### src/rtl/aes_arb_pkg.sv
`default_nettype none
// ============================================================================
// Module      : aes_arb_pkg
// Description : Shared types and constants for the AES128 core arbiter.
// Revision    : 1.0 - initial release
// ============================================================================
package aes_arb_pkg;

    localparam int AES_BLOCK_W = 128;

    typedef enum logic [1:0] {
        ST_IDLE  = 2'd0,
        ST_START = 2'd1,
        ST_BUSY  = 2'd2,
        ST_RESP  = 2'd3
    } arb_state_e;

    // A single requester index still needs one bit on the response channel.
    function automatic int aes_arb_id_w(input int num_req);
        return (num_req <= 2) ? 1 : $clog2(num_req);
    endfunction

endpackage
`default_nettype wire

### src/rtl/aes_core_arbiter_rr_arbiter.sv
`default_nettype none
// ============================================================================
// Module      : rr_arbiter
// Description : Combinational round-robin picker; search starts after last_grant.
// Revision    : 1.0 - initial release
// ============================================================================
module rr_arbiter #(
    parameter int NUM_REQ = 2,
    parameter int ID_W    = 1
) (
    input  logic [NUM_REQ-1:0] req_i,
    input  logic [ID_W-1:0]    last_grant_i,
    output logic [NUM_REQ-1:0] grant_oh_o,
    output logic [ID_W-1:0]    grant_idx_o,
    output logic               any_req_o
);

    always_comb begin
        int   w_cand;
        logic w_found;
        grant_oh_o  = '0;
        grant_idx_o = '0;
        w_found     = 1'b0;
        w_cand      = 0;
        for (int i = 1; i <= NUM_REQ; i++) begin
            w_cand = int'(last_grant_i) + i;
            if (w_cand >= NUM_REQ) begin
                w_cand = w_cand - NUM_REQ;
            end
            if (!w_found && req_i[w_cand[ID_W-1:0]]) begin
                w_found                        = 1'b1;
                grant_oh_o[w_cand[ID_W-1:0]]   = 1'b1;
                grant_idx_o                    = w_cand[ID_W-1:0];
            end
        end
    end

    assign any_req_o = |req_i;

endmodule
`default_nettype wire

### src/rtl/aes_core_arbiter.sv
`default_nettype none
// ============================================================================
// Module      : aes_core_arbiter
// Description : Round-robin sharing of one AES128 core between NUM_REQ
//               requesters. Optional BUSY watchdog: AES_ARB_TIMEOUT_EN.
// Revision    : 1.0 - initial release
// ============================================================================
module aes_core_arbiter
    import aes_arb_pkg::*;
#(
    parameter int  NUM_REQ        = 2,
    parameter int  TIMEOUT_CYCLES = 64,
    localparam int ID_W           = aes_arb_id_w(NUM_REQ)
) (
    input  logic                           clk_i,
    input  logic                           rst_i,
    input  logic [NUM_REQ-1:0]             req_valid_i,
    output logic [NUM_REQ-1:0]             req_ready_o,
    input  logic [NUM_REQ*AES_BLOCK_W-1:0] req_key_i,
    input  logic [NUM_REQ*AES_BLOCK_W-1:0] req_text_i,
    output logic                           rsp_valid_o,
    input  logic                           rsp_ready_i,
    output logic [ID_W-1:0]                rsp_id_o,
    output logic [AES_BLOCK_W-1:0]         rsp_cipher_o,
    output logic                           rsp_err_o,
    output logic [AES_BLOCK_W-1:0]         core_key_o,
    output logic [AES_BLOCK_W-1:0]         core_text_o,
    output logic                           core_start_o,
    input  logic                           core_done_i,
    input  logic [AES_BLOCK_W-1:0]         core_cipher_i,
    output logic                           busy_o
);

    localparam logic [ID_W-1:0] C_LAST_GRANT_RST = ID_W'(NUM_REQ - 1);

    arb_state_e             state_q, state_d;
    logic [ID_W-1:0]        last_grant_q, last_grant_d;
    logic [ID_W-1:0]        rsp_id_q, rsp_id_d;
    logic [AES_BLOCK_W-1:0] rsp_cipher_q, rsp_cipher_d;
    logic [AES_BLOCK_W-1:0] core_key_q, core_key_d;
    logic [AES_BLOCK_W-1:0] core_text_q, core_text_d;
    logic                   done_q, done_d;

    logic [NUM_REQ-1:0]     w_grant_oh;
    logic [ID_W-1:0]        w_grant_idx;
    logic                   w_any_req;
    logic                   w_done_edge;

    rr_arbiter #(
        .NUM_REQ (NUM_REQ),
        .ID_W    (ID_W)
    ) u_rr_arbiter (
        .req_i        (req_valid_i),
        .last_grant_i (last_grant_q),
        .grant_oh_o   (w_grant_oh),
        .grant_idx_o  (w_grant_idx),
        .any_req_o    (w_any_req)
    );

    // Edge detect so a done level left high by the previous op cannot complete this one.
    assign w_done_edge = core_done_i & ~done_q;

`ifdef AES_ARB_TIMEOUT_EN
    localparam int               CNT_W      = $clog2(TIMEOUT_CYCLES + 1);
    localparam logic [CNT_W-1:0] C_CNT_LAST = CNT_W'(TIMEOUT_CYCLES - 1);

    logic [CNT_W-1:0] to_cnt_q, to_cnt_d;
    logic             rsp_err_q, rsp_err_d;
`endif

    always_comb begin
        state_d      = state_q;
        last_grant_d = last_grant_q;
        rsp_id_d     = rsp_id_q;
        rsp_cipher_d = rsp_cipher_q;
        core_key_d   = core_key_q;
        core_text_d  = core_text_q;
        done_d       = core_done_i;
`ifdef AES_ARB_TIMEOUT_EN
        to_cnt_d     = to_cnt_q;
        rsp_err_d    = rsp_err_q;
`endif
        case (state_q)
            ST_IDLE: begin
                if (w_any_req) begin
                    for (int i = 0; i < NUM_REQ; i++) begin
                        if (w_grant_oh[i]) begin
                            core_key_d  = req_key_i[i*AES_BLOCK_W +: AES_BLOCK_W];
                            core_text_d = req_text_i[i*AES_BLOCK_W +: AES_BLOCK_W];
                        end
                    end
                    rsp_id_d     = w_grant_idx;
                    last_grant_d = w_grant_idx;
                    state_d      = ST_START;
                end
            end
            ST_START: begin
`ifdef AES_ARB_TIMEOUT_EN
                to_cnt_d = '0;
`endif
                state_d  = ST_BUSY;
            end
            ST_BUSY: begin
                if (w_done_edge) begin
                    rsp_cipher_d = core_cipher_i;
`ifdef AES_ARB_TIMEOUT_EN
                    rsp_err_d    = 1'b0;
`endif
                    state_d      = ST_RESP;
                end
`ifdef AES_ARB_TIMEOUT_EN
                else if (to_cnt_q == C_CNT_LAST) begin
                    rsp_cipher_d = '0;
                    rsp_err_d    = 1'b1;
                    state_d      = ST_RESP;
                end else begin
                    to_cnt_d = to_cnt_q + CNT_W'(1);
                end
`endif
            end
            ST_RESP: begin
                if (rsp_ready_i) begin
                    state_d = ST_IDLE;
                end
            end
            default: state_d = ST_IDLE;
        endcase
    end

    always_ff @(posedge clk_i) begin
        if (rst_i) begin
            state_q      <= ST_IDLE;
            last_grant_q <= C_LAST_GRANT_RST;
            rsp_id_q     <= '0;
            rsp_cipher_q <= '0;
            core_key_q   <= '0;
            core_text_q  <= '0;
            done_q       <= 1'b0;
`ifdef AES_ARB_TIMEOUT_EN
            to_cnt_q     <= '0;
            rsp_err_q    <= 1'b0;
`endif
        end else begin
            state_q      <= state_d;
            last_grant_q <= last_grant_d;
            rsp_id_q     <= rsp_id_d;
            rsp_cipher_q <= rsp_cipher_d;
            core_key_q   <= core_key_d;
            core_text_q  <= core_text_d;
            done_q       <= done_d;
`ifdef AES_ARB_TIMEOUT_EN
            to_cnt_q     <= to_cnt_d;
            rsp_err_q    <= rsp_err_d;
`endif
        end
    end

    assign req_ready_o  = (state_q == ST_IDLE) ? w_grant_oh : '0;
    assign rsp_valid_o  = (state_q == ST_RESP);
    assign core_start_o = (state_q == ST_START);
    assign busy_o       = (state_q != ST_IDLE);
    assign rsp_id_o     = rsp_id_q;
    assign rsp_cipher_o = rsp_cipher_q;
    assign core_key_o   = core_key_q;
    assign core_text_o  = core_text_q;
`ifdef AES_ARB_TIMEOUT_EN
    assign rsp_err_o    = rsp_err_q;
`else
    assign rsp_err_o    = 1'b0;
`endif

endmodule
`default_nettype wire

### config.mk
export PLATFORM = sky130hd
export DESIGN_NAME = aes_core_arbiter
export DESIGN_NICKNAME = d
export VERILOG_FILES = /design/src/rtl/aes_arb_pkg.sv /design/src/rtl/aes_core_arbiter_rr_arbiter.sv /design/src/rtl/aes_core_arbiter.sv
export SDC_FILE = /design/constraint.sdc
export NUM_CORES = 1
export LEC_CHECK = 0
export ABC_CLOCK_PERIOD_IN_PS = 2400
export BUFFER_PORTS_ARGS = -buffer_cell sky130_fd_sc_hd__buf_2
export CORE_AREA = 3 3 400 402
export DETAILED_ROUTE_END_ITERATION = 8
export DIE_AREA = 0 0 403 405
export PLACE_DENSITY = 0.31
export SLEW_MARGIN = 30
export SYNTH_ARGS = -nofsm -noshare
export SYNTH_HDL_FRONTEND = slang
export SYNTH_HIERARCHICAL = 1
export SYNTH_SLANG_ARGS = --single-unit
### constraint.sdc
create_clock -name clk_i -period 2.4 [get_ports clk_i]
set_input_delay 0.48 -clock clk_i [delete_from_list [all_inputs] [get_ports clk_i]]
set_output_delay 0.48 -clock clk_i [all_outputs]
set_load 0.01 [all_outputs]
[Yosys cells after proc, flatten, opt, wreduce, memory -nomap -nowiden]
Cells that the tools add are included.
Word-level totals
  output and inout bits: 391
  word-level logic and storage cells: 62
  bits in registers: 389
Cells by class
  magnitude comparators: 6
  equality and inequality tests: 6
  reductions and logical operators: 12
  multiplexer cells: 24
  bitwise operators: 3
  add/subtract/negate cells: 4
Operators by type and width (count)
  $mux W128: 4
  $mux W2: 6
  $mux W1: 11
  $pmux W2 S4: 1
  $reduce_and A3 Y1: 2
  $eq A2 B2 Y1 const B: 2
  $lt A1 B2 Y1 const B: 2
  $ne A2 B1 Y1 const B: 2
  $reduce_and A2 Y1: 2
  $reduce_bool A2 Y1: 2
  $add A1 B2 Y3 const B: 1
  $ge A3 B2 Y1 const B: 1
  $logic_and A1 B1 Y1: 3
  $add A1 B1 Y2 const B: 1
  $demux W1 S1: 2
  $eq A2 B1 Y1 const B: 1
  $ge A1 B1 Y1 const B: 2
  $ge A2 B2 Y1 const B: 1
  $logic_not A2 Y1: 1
  $ne A2 B2 Y1 const B: 1
  $or A2 B2 Y2: 1
  $reduce_or A2 Y1: 1
  $sub A1 B1 Y1 const B: 2
  $and A1 B1 Y1: 1
  other kinds (2): 2

[Longest topological paths before layout]
Gate-level depths: netlist (run 1).
  word-level depth: 12
  depth in mapped cells: 8

[By module]
The synthesis (run 1) kept the hierarchy.
By module, submodules not included
  aes_core_arbiter: area an instance 16771.1 µm², seq. area each 7787.5 µm², cells each 1729, instances 1
  rr_arbiter: area an instance 32.5 µm², seq. area each 0.0 µm², cells each 5, instances 1

[Worst setup path after synthesis (run 1)]
OpenSTA, ideal clock, no wires.
  path kind: input -> output
  start point: in req_valid_i[1]
  end point: out req_ready_o[1]
  arrival: 1.369 ns
  path slack: 0.551 ns
  cell stages on the path: 5
  path through: a21boi_0 -> buf_2 -> buf_6 -> buf_2 -> and2_1
Between the ends
  cells in the longest elaborated chain, start to end: 7
  elaborated cells on any way between the ends: 11
  classes of those cells: mux: 8; bitwise: 1; reduce/logical: 2
Ends and longest elaborated chain
  start: declaration: RTL line aes_core_arbiter.sv:17  | input logic [NUM_REQ-1:0] req_valid_i,
  $mux W1 (implied by the code) (2 in series): RTL line aes_core_arbiter_rr_arbiter.sv:30  | if (!w_found && req_i[w_cand[ID_W-1:0]]) begin
  $mux W1: RTL line aes_core_arbiter_rr_arbiter.sv:30
  $logic_not A1 Y1: RTL line aes_core_arbiter_rr_arbiter.sv:30
  $logic_and A1 B1 Y1: RTL line aes_core_arbiter_rr_arbiter.sv:30
  $mux W2 (*): RTL line aes_core_arbiter_rr_arbiter.sv:30
  $mux W2 (*): RTL line aes_core_arbiter.sv:158  | assign req_ready_o = (state_q == ST_IDLE) ? w_grant_oh : '0;
  end: declaration: RTL line aes_core_arbiter.sv:18  | output logic [NUM_REQ-1:0] req_ready_o,
Mark *: on every way between the ends. The rest lies on a longest branch, timed or not. The select of a mux whose other input is x is not followed.

[Worst setup path in the final report (run 1)]
  start point: reg state_q[0]
  end point: out busy_o
Between the ends
  cells in the longest elaborated chain, start to end: 1
Ends and longest elaborated chain
  start: declaration: RTL line aes_core_arbiter.sv:36  | arb_state_e state_q, state_d;
  start signal: assignment: RTL line aes_core_arbiter.sv:144  | state_q <= state_d;
  $reduce_bool A2 Y1: RTL line aes_core_arbiter.sv:161  | assign busy_o = (state_q != ST_IDLE);
  end: declaration: RTL line aes_core_arbiter.sv:31  | output logic busy_o
Every way passes these cells.

==> flow_summary.json, run 1 <==
{
  "cts_tree": "built",
  "die_h_um": 405,
  "antenna_left": 0,
  "rr_endpoint": "core_text_o[120]",
  "slew_headroom_pct": 58.0,
  "drc_errors": 0,
  "grt_remaining_overflow": 0,
  "layout_min_cycle_time_ns": 2.25,
  "gp_congestion": 0.795,
  "cp_data_arrival_time_ns": 1.77,
  "holdWs_ns": 0.0729,
  "drive_gt1_share_pct": 49.0,
  "grt_antenna_before_repair": 60,
  "synth_seq_area_share_pct": 46.3,
  "cp-startpoint": "state_q[0]",
  "hold_path.class": "in2reg",
  "crit_path_end_kind": "primary output",
  "synth_nets": 2385,
  "cts_made_buffers": 56,
  "outcome": "finished, final reports clean",
  "dp.cells": 4752,
  "worst_path_largest_cell_delay_ns": 0.38,
  "grt_max_degree": 71,
  "portBuffers": 1035,
  "rsz0062_at_grt": "no",
  "final_hold_viol_count": 0,
  "die_w_um": 403,
  "drtIter0Drc": 576,
  "rows": 145,
  "drtPass1Iterations": 4,
  "crit_end": "busy_o",
  "leakage_nw": 11.8,
  "worstReg2RegStart": "last_grant_q",
  "skew_ns": 0.0467,
  "fin_ws_ns": 0.152,
  "hold_depth": 3,
  "coreArea_um2": 156000,
  "placed_area_um2": 24800,
  "postCtsSetupBuffers": 0,
  "cp_num_buf_inv": 4,
  "crit_type": "reg2out",
  "yosys_warnings": 6,
  "nFillCells": 17800,
  "track_usage_pct": 11.8,
  "fin_nets": 3469,
  "max_freq_mhz": 445,
  "crit_fanout": 6,
  "slew_violations": 0,
  "min_period_over_period_pct": 93.7,
  "instances_no_fill": 4953,
  "top_level_ports": 1037,
  "syn_avg_cell_area_um2": 9.69,
  "vdd.ir_drop.worst_mv": 0.528,
  "clockRootBuffer": "clkbuf_16",
  "ys_seq_elements": 389,
  "cp-start-kind": "register",
  "met1_usage_pct": 12.4,
  "postRouteWirelength_mm": 102,
  "crit_required_ns": 1.92,
  "cp_slowest_cell": "dfxtp_1",
  "path_depth": 5,
  "first_global_vias": 17300,
  "syn_area_um2": 16800,
  "cp_cell_sequence": "inv_2, ha_4, buf_4, inv_1, buf_2",
  "syn2layout_area_growth_pct": 62.9,
  "r2r_slack_ns": 0.32,
  "cts.htree.levels": 2,
  "netlist_instances": 1734,
  "wl_per_cell_um": 20.6,
  "grt_pass1_wl_mm": 137,
  "worstMarginPinSlew_ns": 0.631,
  "grt-busiest-layer": "met2",
  "cts_buffer_depth": 3,
  "grtUsageMet3_pct": 4.90,
  "r2r_cells": 6,
  "max_cap_viol_count": 0,
  "grt_use_met2_pct": 21.9,
  "finalInstanceArea_um2": 27400,
  "die_area_um2": 163000,
  "start_util_pct": 10.7,
  "power_w": 0.0279,
  "cpLargestDelayFamily": "buffers and inverters",
  "pre_cts_ws_ns": -0.0246,
  "place_hpwl_mm": 84.5,
  "clkTransAtPathRegs_ns": 0.07,
  "synth_cell_type_count": 27,
  "finalSetupViolCount": 0,
  "p_per_area_nw_per_um2": 1020,
  "insertion_delay_ns": 0.65,
  "vias": 16800,
  "vias_per_cell": 3.40,
  "cts.sinks": 389
}
[cell families after synthesis]
kind of cell / share of synthesized area (%)
mux: 15.3
other cells: 0.0223
fa+ha+maj: 0.372
simple gates: 12.0
compound gates: 21.3
buf+inv: 4.69
flops: 46.3
[cell usage after synthesis (all sizes together)]
library cell | n | area (µm²)
nand3 | 1 | 5.00
inv | 4 | 15.0
conb | 1 | 3.75
nor2 | 256 | 961
dfxtp | 389 | 7790
and2 | 2 | 12.5
a211oi | 257 | 2880
and3b | 1 | 8.76
nor4 | 1 | 6.26
o211a | 1 | 10.0
or2 | 1 | 6.26
a21oi | 130 | 651
a211o | 1 | 8.76
nand2b | 3 | 18.8
nor2b | 3 | 18.8
mux2i | 257 | 2570
buf | 104 | 571
nand3b | 1 | 7.51
a21boi | 3 | 22.5
ha | 5 | 62.6
clkbuf | 54 | 203
nand2 | 259 | 972
[power by group]
part	leakage (nW)	internal (W)	switching [W]
sequential	3.19	0.00803	0.000829
combinational	7.71	0.00429	0.00651
clock	0.875	0.00470	0.00351
[worst reg2reg max path, delay by kind of cell, from the launching register on]
family,cells,cell delay [ns]
buffers and inverters,3,0.69
muxes,1,0.57
DFF,1,0.36
AOI/OAI and AO/OA,2,0.32
[worst min-delay path by stage]
stage,startpoint,end
5_1_grt,core_cipher_i[56],rsp_cipher_o[56]
3_3_place_gp,rsp_cipher_o[77],rsp_cipher_o[77]
2_1_floorplan,last_grant_q,last_grant_q
6_report,core_cipher_i[54],rsp_cipher_o[54]
3_5_place_dp,rsp_cipher_o[76],rsp_cipher_o[76]
4_1_cts,core_cipher_i[54],rsp_cipher_o[54]
[flip-flops by register name (all words and copies together), names as in the netlist]
signal and cells:
state_q 2, done_q 1, rsp_id_o 1, core_key_o 128, rsp_cipher_o 128, core_text_o 128
last_grant_q 1
[routing by layer]
metal	routed length [µm]	vias to the layer above
met5	163	-
li1	-	8302
met1	37200	7770
met3	9770	136
met4	2130	26
met2	52600	582
[through the flow]
| step | utilization [%] | setup TNS (ns) |
|---|---|---|
| final | 17.5 | 0 |
| after CTS | 17.4 | 0 |
| after floorplan | - | 0 |
| after global routing | 17.5 | 0 |
| after global placement | 15.9 | -0.0284 |
| after detailed placement | 15.9 | -0.0246 |
[area by class of cell]
type	instances	area [µm²]	share of cell area (%)
Tap cell	2058	2570	9.41
Clock buffer	85	1630	5.96
Antenna cell	30	75.1	0.274
Inverter	4	15.0	0.0549
Multi-Input combinational cell	1183	8270	30.2
Timing Repair Buffer	1184	6840	25.0
Clock inverter	20	173	0.631
Sequential cell	389	7790	28.5
[cell usage in the layout, fill, tap and decap left out, types with 2 or more instances in the layout]
cell,synthesis,routed
inv_1,4,3
buf_2,78,1033
nor2_1,256,256
clkinv_2,0,9
clkinv_8,0,2
a211oi_2,190,190
a211oi_1,67,67
diode_2,0,30
nand2_1,259,259
clkinvlp_4,0,4
clkbuf_8,0,12
dfxtp_1,389,388
ha_1,5,4
a21oi_1,130,130
buf_12,0,29
nor2b_1,3,3
inv_6,0,3
nand2b_1,3,3
clkbuf_1,54,17
mux2i_1,257,257
buf_4,16,55
clkbuf_16,0,56
dlygate4sd3_1,0,66
[timing repair]
| action | in CTS | in global routing |
|---|---|---|
| setup endpoints to repair | 3 | 1 |
| hold endpoints to repair | 66 | 0 |
| pin swaps | 0 | 0 |
| hold buffers | 66 | 0 |
| gates resized for setup | 6 | 2 |
Power figures use the tool's default switching activity.
==> inputs of run 2 (changes only) <==
--- a/config.mk
+++ b/config.mk
@@ -11,4 +11,5 @@
 export DETAILED_ROUTE_END_ITERATION = 8
 export DIE_AREA = 0 0 403 405
+export GPL_TIMING_DRIVEN = 0
 export PLACE_DENSITY = 0.31
 export SLEW_MARGIN = 30
==> constraint.sdc (replaced) <==
create_clock -name clk_i -period 2.4 [get_ports clk_i]
set_input_delay 0.48 -clock clk_i [delete_from_list [all_inputs] [get_ports clk_i]]
set_output_delay 0.48 -clock clk_i [all_outputs]
set_load 0.02 [all_outputs]
==> flow_summary.json, run 2 (synthesis results as in run 1) <==
{
  "worstMarginPinSlew_ns": 1.01,
  "min_period_over_period_pct": 94.0,
  "dp.cells": 4827,
  "cp_cell_sequence": "a21boi_0, buf_4, buf_4, buf_2, buf_2, mux2i_1, a211oi_1",
  "clkTransAtPathRegs_ns": 0.06,
  "p_int_w": 0.0172,
  "fin_nets": 3508,
  "vias": 17400,
  "slew_violations": 0,
  "track_usage_pct": 13.7,
  "first_global_vias": 18100,
  "crit_required_ns": 2.88,
  "leakage_nw": 11.7,
  "antenna_left": 0,
  "clockRootBuffer": "clkbuf_16",
  "final_cell_mix": "buf_2, dfxtp_1, nand2_1, nor2_1, mux2i_1",
  "nFillCells": 18000,
  "final_hold_viol_count": 0,
  "layout_min_cycle_time_ns": 2.26,
  "portBuffers": 1034,
  "vias_per_cell": 3.49,
  "rsz0062_at_grt": "no",
  "p_per_area_nw_per_um2": 1110,
  "clock_power_share_pct": 28.3,
  "start_util_pct": 10.7,
  "cts_tree": "built",
  "finalSetupViolCount": 0,
  "grt_remaining_overflow": 0,
  "rows": 145,
  "cts.htree.levels": 2,
  "drc_errors": 0,
  "grt_pass1_wl_mm": 153,
  "skew_ns": 0.0233,
  "outcome": "finished, final reports clean",
  "instances_no_fill": 4992,
  "gp_congestion": 0.821,
  "finalInstanceArea_um2": 27000,
  "postRouteWirelength_mm": 117,
  "cp-start-kind": "register",
  "insertion_delay_ns": 0.65,
  "syn2layout_area_growth_pct": 60.8,
  "place_hpwl_mm": 99.2,
  "seq_power_share_pct": 29.7,
  "placed_area_um2": 24600,
  "worst_path_largest_cell_delay_ns": 0.48,
  "switchingPower_w": 0.0127,
  "drive_gt1_share_pct": 49.8,
  "final_core_util_pct": 17.3,
  "drtIter0Drc": 642,
  "grt_antenna_before_repair": 75,
  "power_frac_comb_pct": 42.0,
  "top_level_ports": 1037,
  "max_freq_mhz": 443,
  "cp_slowest_cell": "mux2i_1",
  "wl_per_cell_um": 23.5,
  "die_area_um2": 163000,
  "cts_made_buffers": 54,
  "multiInputGateArea_um2": 8350,
  "vdd.ir_drop.worst_mv": 0.470,
  "final_common_cell": "buf_2",
  "cts.sinks": 389,
  "hold_path.class": "in2reg",
  "drtPass1Iterations": 4,
  "crit_type": "reg2reg",
  "die_h_um": 405,
  "regArea_um2": 7790,
  "cp_data_arrival_time_ns": 2.73,
  "crit_fanout": 10,
  "max_cap_viol_count": 0,
  "grt_max_degree": 20,
  "die_w_um": 403,
  "crit_path_end_kind": "register",
  "slew_headroom_pct": 32.9,
  "coreArea_um2": 156000,
  "cts_buffer_depth": 3,
  "switching_share_pct": 42.6
}
## run 2: cell count changes in the layout (fill, tap and decap cells not counted), sizes merged, moves of 3 or more
cell         before   now
diode            30    37
inv               7     4
dlygate4sd3      66    21
buf            1118  1143
clkbuf           85   137
bufinv            0     5
## run 2: path summary, 6_finish.rpt
path	cells past startpoint	from	slack, ns	end
setup reg to reg	7	last_grant_q	0.14	core_key_o[87]
hold / removal	3	core_cipher_i[56]	0.08	rsp_cipher_o[56]
hold reg to reg	2	rsp_cipher_o[70]	0.45	rsp_cipher_o[70]
setup / recovery	7	last_grant_q	0.14	core_key_o[87]
## run 2: stage by stage
| stage | total power [W] | setup WS (ns) | hold WS [ns] | TNS (ns) |
|---|---|---|---|---|
| after global placement | 0.0217 | -1.37 | 0.441 | -226.49 |
| final | 0.0299 | 0.143 | 0.0756 | 0 |
| after global routing | 0.0319 | 0.00154 | 0.0269 | 0 |
| after detailed placement | 0.0218 | -1.30 | 0.443 | -90.31 |
| after CTS | 0.0307 | 0.000532 | 0.000502 | 0 |
| after floorplan | 0.0162 | 0.485 | 0.471 | 0 |
## run 2: power groups by stage
stage               Sequential, W  Combinational, W  Clock [W]
finish                    0.00888            0.0126    0.00847
global route              0.00908            0.0137    0.00909
CTS                       0.00890            0.0129    0.00890
detailed placement        0.00902            0.0127          0
global placement          0.00899            0.0127          0
floorplan                  0.0107           0.00546          0
## run 2: final cells by class
class                           instances  area share, %
Antenna cell                           37          0.343
Buffer                                157           3.13
Clock buffer                           76           5.75
Clock inverter                         20           1.07
Inverter                                4         0.0556
Multi-Input combinational cell       1183           30.9
Sequential cell                       389           28.8
Tap cell                             2058           9.53
Timing Repair Buffer                 1068           20.4
## run 2: critical path, delay by kind of cell (launching register included)
family	cells	cell delay (ns)
mux	1	0.48
buf+inv	4	0.97
compound gates	2	0.30
flops	1	0.33
## run 2: metal layers
layer,vias up,GRT usage (%),part of all wire (%)
li1,8395,-,-
met1,8157,14.4,37
met2,623,24.1,50
met3,177,6.20,9.5
met4,50,4.41,3.1
met5,-,0.357,0.31
## run 2: what timing repair did
item                                   CTS  global route
gates resized for setup                 33            15
setup buffers                            3             9
setup endpoints to repair              202            65
hold buffers                            21             0
endpoints found under the hold margin   21             0
==> inputs of run 3 (changes only) <==
==> constraint.sdc (replaced) <==
create_clock -name clk_i -period 2.4 [get_ports clk_i]
set_input_delay 0.6 -clock clk_i [delete_from_list [all_inputs] [get_ports clk_i]]
set_output_delay 0.6 -clock clk_i [all_outputs]
set_load 0.02 [all_outputs]
==> flow_summary.json, run 3 (synthesis results as in run 1) <==
{
  "finalSetupViolCount": 0,
  "wl_per_cell_um": 23.6,
  "slew_headroom_pct": 31.6,
  "final_core_util_pct": 17.1,
  "drive_gt1_share_pct": 50.2,
  "drc_errors": 0,
  "cts_buffer_depth": 3,
  "cts.sinks": 389,
  "dp.cells": 4827,
  "vias_per_cell": 3.48,
  "cts_tree": "built",
  "first_global_vias": 17900,
  "vias": 17300,
  "grt_pass1_wl_mm": 153,
  "vdd.ir_drop.worst_mv": 0.468,
  "portBuffers": 1034,
  "syn2layout_area_growth_pct": 59.2,
  "cp_data_arrival_time_ns": 1.65,
  "min_period_over_period_pct": 93.6,
  "cts.htree.levels": 2,
  "antenna_left": 0,
  "final_hold_viol_count": 0,
  "gp_congestion": 0.821,
  "worst_path_largest_cell_delay_ns": 0.39,
  "track_usage_pct": 13.6,
  "fin_nets": 3478,
  "outcome": "finished, final reports clean",
  "clkTransAtPathRegs_ns": 0.06,
  "cp_slowest_cell": "dfxtp_1",
  "place_hpwl_mm": 99.2,
  "clockRootBuffer": "clkbuf_16",
  "skew_ns": 0.0224,
  "top_level_ports": 1037,
  "start_util_pct": 10.7,
  "insertion_delay_ns": 0.65,
  "grt_remaining_overflow": 0,
  "max_cap_viol_count": 0,
  "crit_type": "reg2out",
  "max_freq_mhz": 445,
  "coreArea_um2": 156000,
  "slew_violations": 0,
  "grt_max_degree": 16,
  "drtIter0Drc": 680,
  "crit_path_end_kind": "primary output",
  "cts_made_buffers": 54,
  "die_area_um2": 163000,
  "final_common_cell": "buf_2",
  "cp-start-kind": "register",
  "p_per_area_nw_per_um2": 1120,
  "rows": 145,
  "cp_cell_sequence": "inv_2, ha_4, and2_1, buf_4",
  "final_cell_mix": "buf_2, dfxtp_1, nand2_1, nor2_1, mux2i_1",
  "rsz0062_at_grt": "no",
  "grt_antenna_before_repair": 78,
  "postRouteWirelength_mm": 117,
  "crit_required_ns": 1.80,
  "holdBufCountCts": 0,
  "drtPass1Iterations": 4,
  "layout_min_cycle_time_ns": 2.25,
  "instances_no_fill": 4961,
  "leakage_nw": 11.6,
  "hold_path.class": "in2reg",
  "crit_fanout": 7,
  "die_w_um": 403,
  "worstMarginPinSlew_ns": 1.03,
  "die_h_um": 405
}
run 3: changes by cell type in the layout (fill, tap and decap cells not counted), sizes merged:
cell         change
dlygate4sd3     -21
diode            -1
clkbuf           -2
buf              -7
run 3: stage by stage:
step | instance area (µm²) | total power, W | hold slack, ns | worst slack (ns) | setup TNS (ns)
2_1_floorplan | 16800 | 0.0162 | 0.471 | 0.245 | 0
3_3_place_gp | 24600 | 0.0217 | 0.441 | -1.49 | -272.26
3_5_place_dp | 24600 | 0.0218 | 0.443 | -1.42 | -123.83
4_1_cts | 26600 | 0.0307 | 0.101 | 0.00835 | 0
5_1_grt | 26700 | 0.0319 | 0.144 | 0.0146 | 0
6_report | 26800 | 0.0299 | 0.186 | 0.153 | 0
run 3: final timing paths:
check                           to  depth (start not counted)  slack (ns)              start
setup / recovery    req_ready_o[0]                          4        0.15         state_q[1]
hold / removal    rsp_cipher_o[76]                          3        0.19  core_cipher_i[76]
setup reg to reg   core_key_o[107]                          7        0.15       last_grant_q
hold reg to reg   rsp_cipher_o[78]                          2        0.45   rsp_cipher_o[78]
run 3: worst max-delay path, delay by kind of cell, from the launching register on:
family	cells	cell delay [ns]
buf+inv	2	0.26
fa+ha+maj	1	0.20
flops	1	0.39
simple gates	1	0.17
run 3: final cells by class:
class	instances	area, µm²
diodes	36	90.1
plain buffers	157	843
clock buffers	76	1550
clock inverters	20	290
fillers	18000	130000
inverters	4	15.0
multi-input cells	1183	8360
flip-flops and latches	389	7790
well taps	2058	2570
repair buffers	1038	5240
run 3: layer usage:
layer / vias up / track usage, % / routed length, µm
met5: - / 0.357 / 406
met4: 56 / 3.68 / 3010
met3: 174 / 6.21 / 11500
met2: 606 / 24.4 / 59000
met1: 8088 / 14.4 / 43100
li1: 8335 / - / -
run 3: where the power goes:
group	switching, W	internal (W)	leakage, nW
clock	0.00342	0.00504	0.892
combinational	0.00845	0.00409	7.51
sequential	0.000851	0.00803	3.19
total	0.0127	0.0172	11.6
run 3: timing repair:
action / in CTS / in global routing
buffers inserted: 3 / 0
endpoints found under the setup margin: 202 / 79
cloned: 0 / 0
gates resized for setup: 37 / 15
pin swaps: 1 / 0
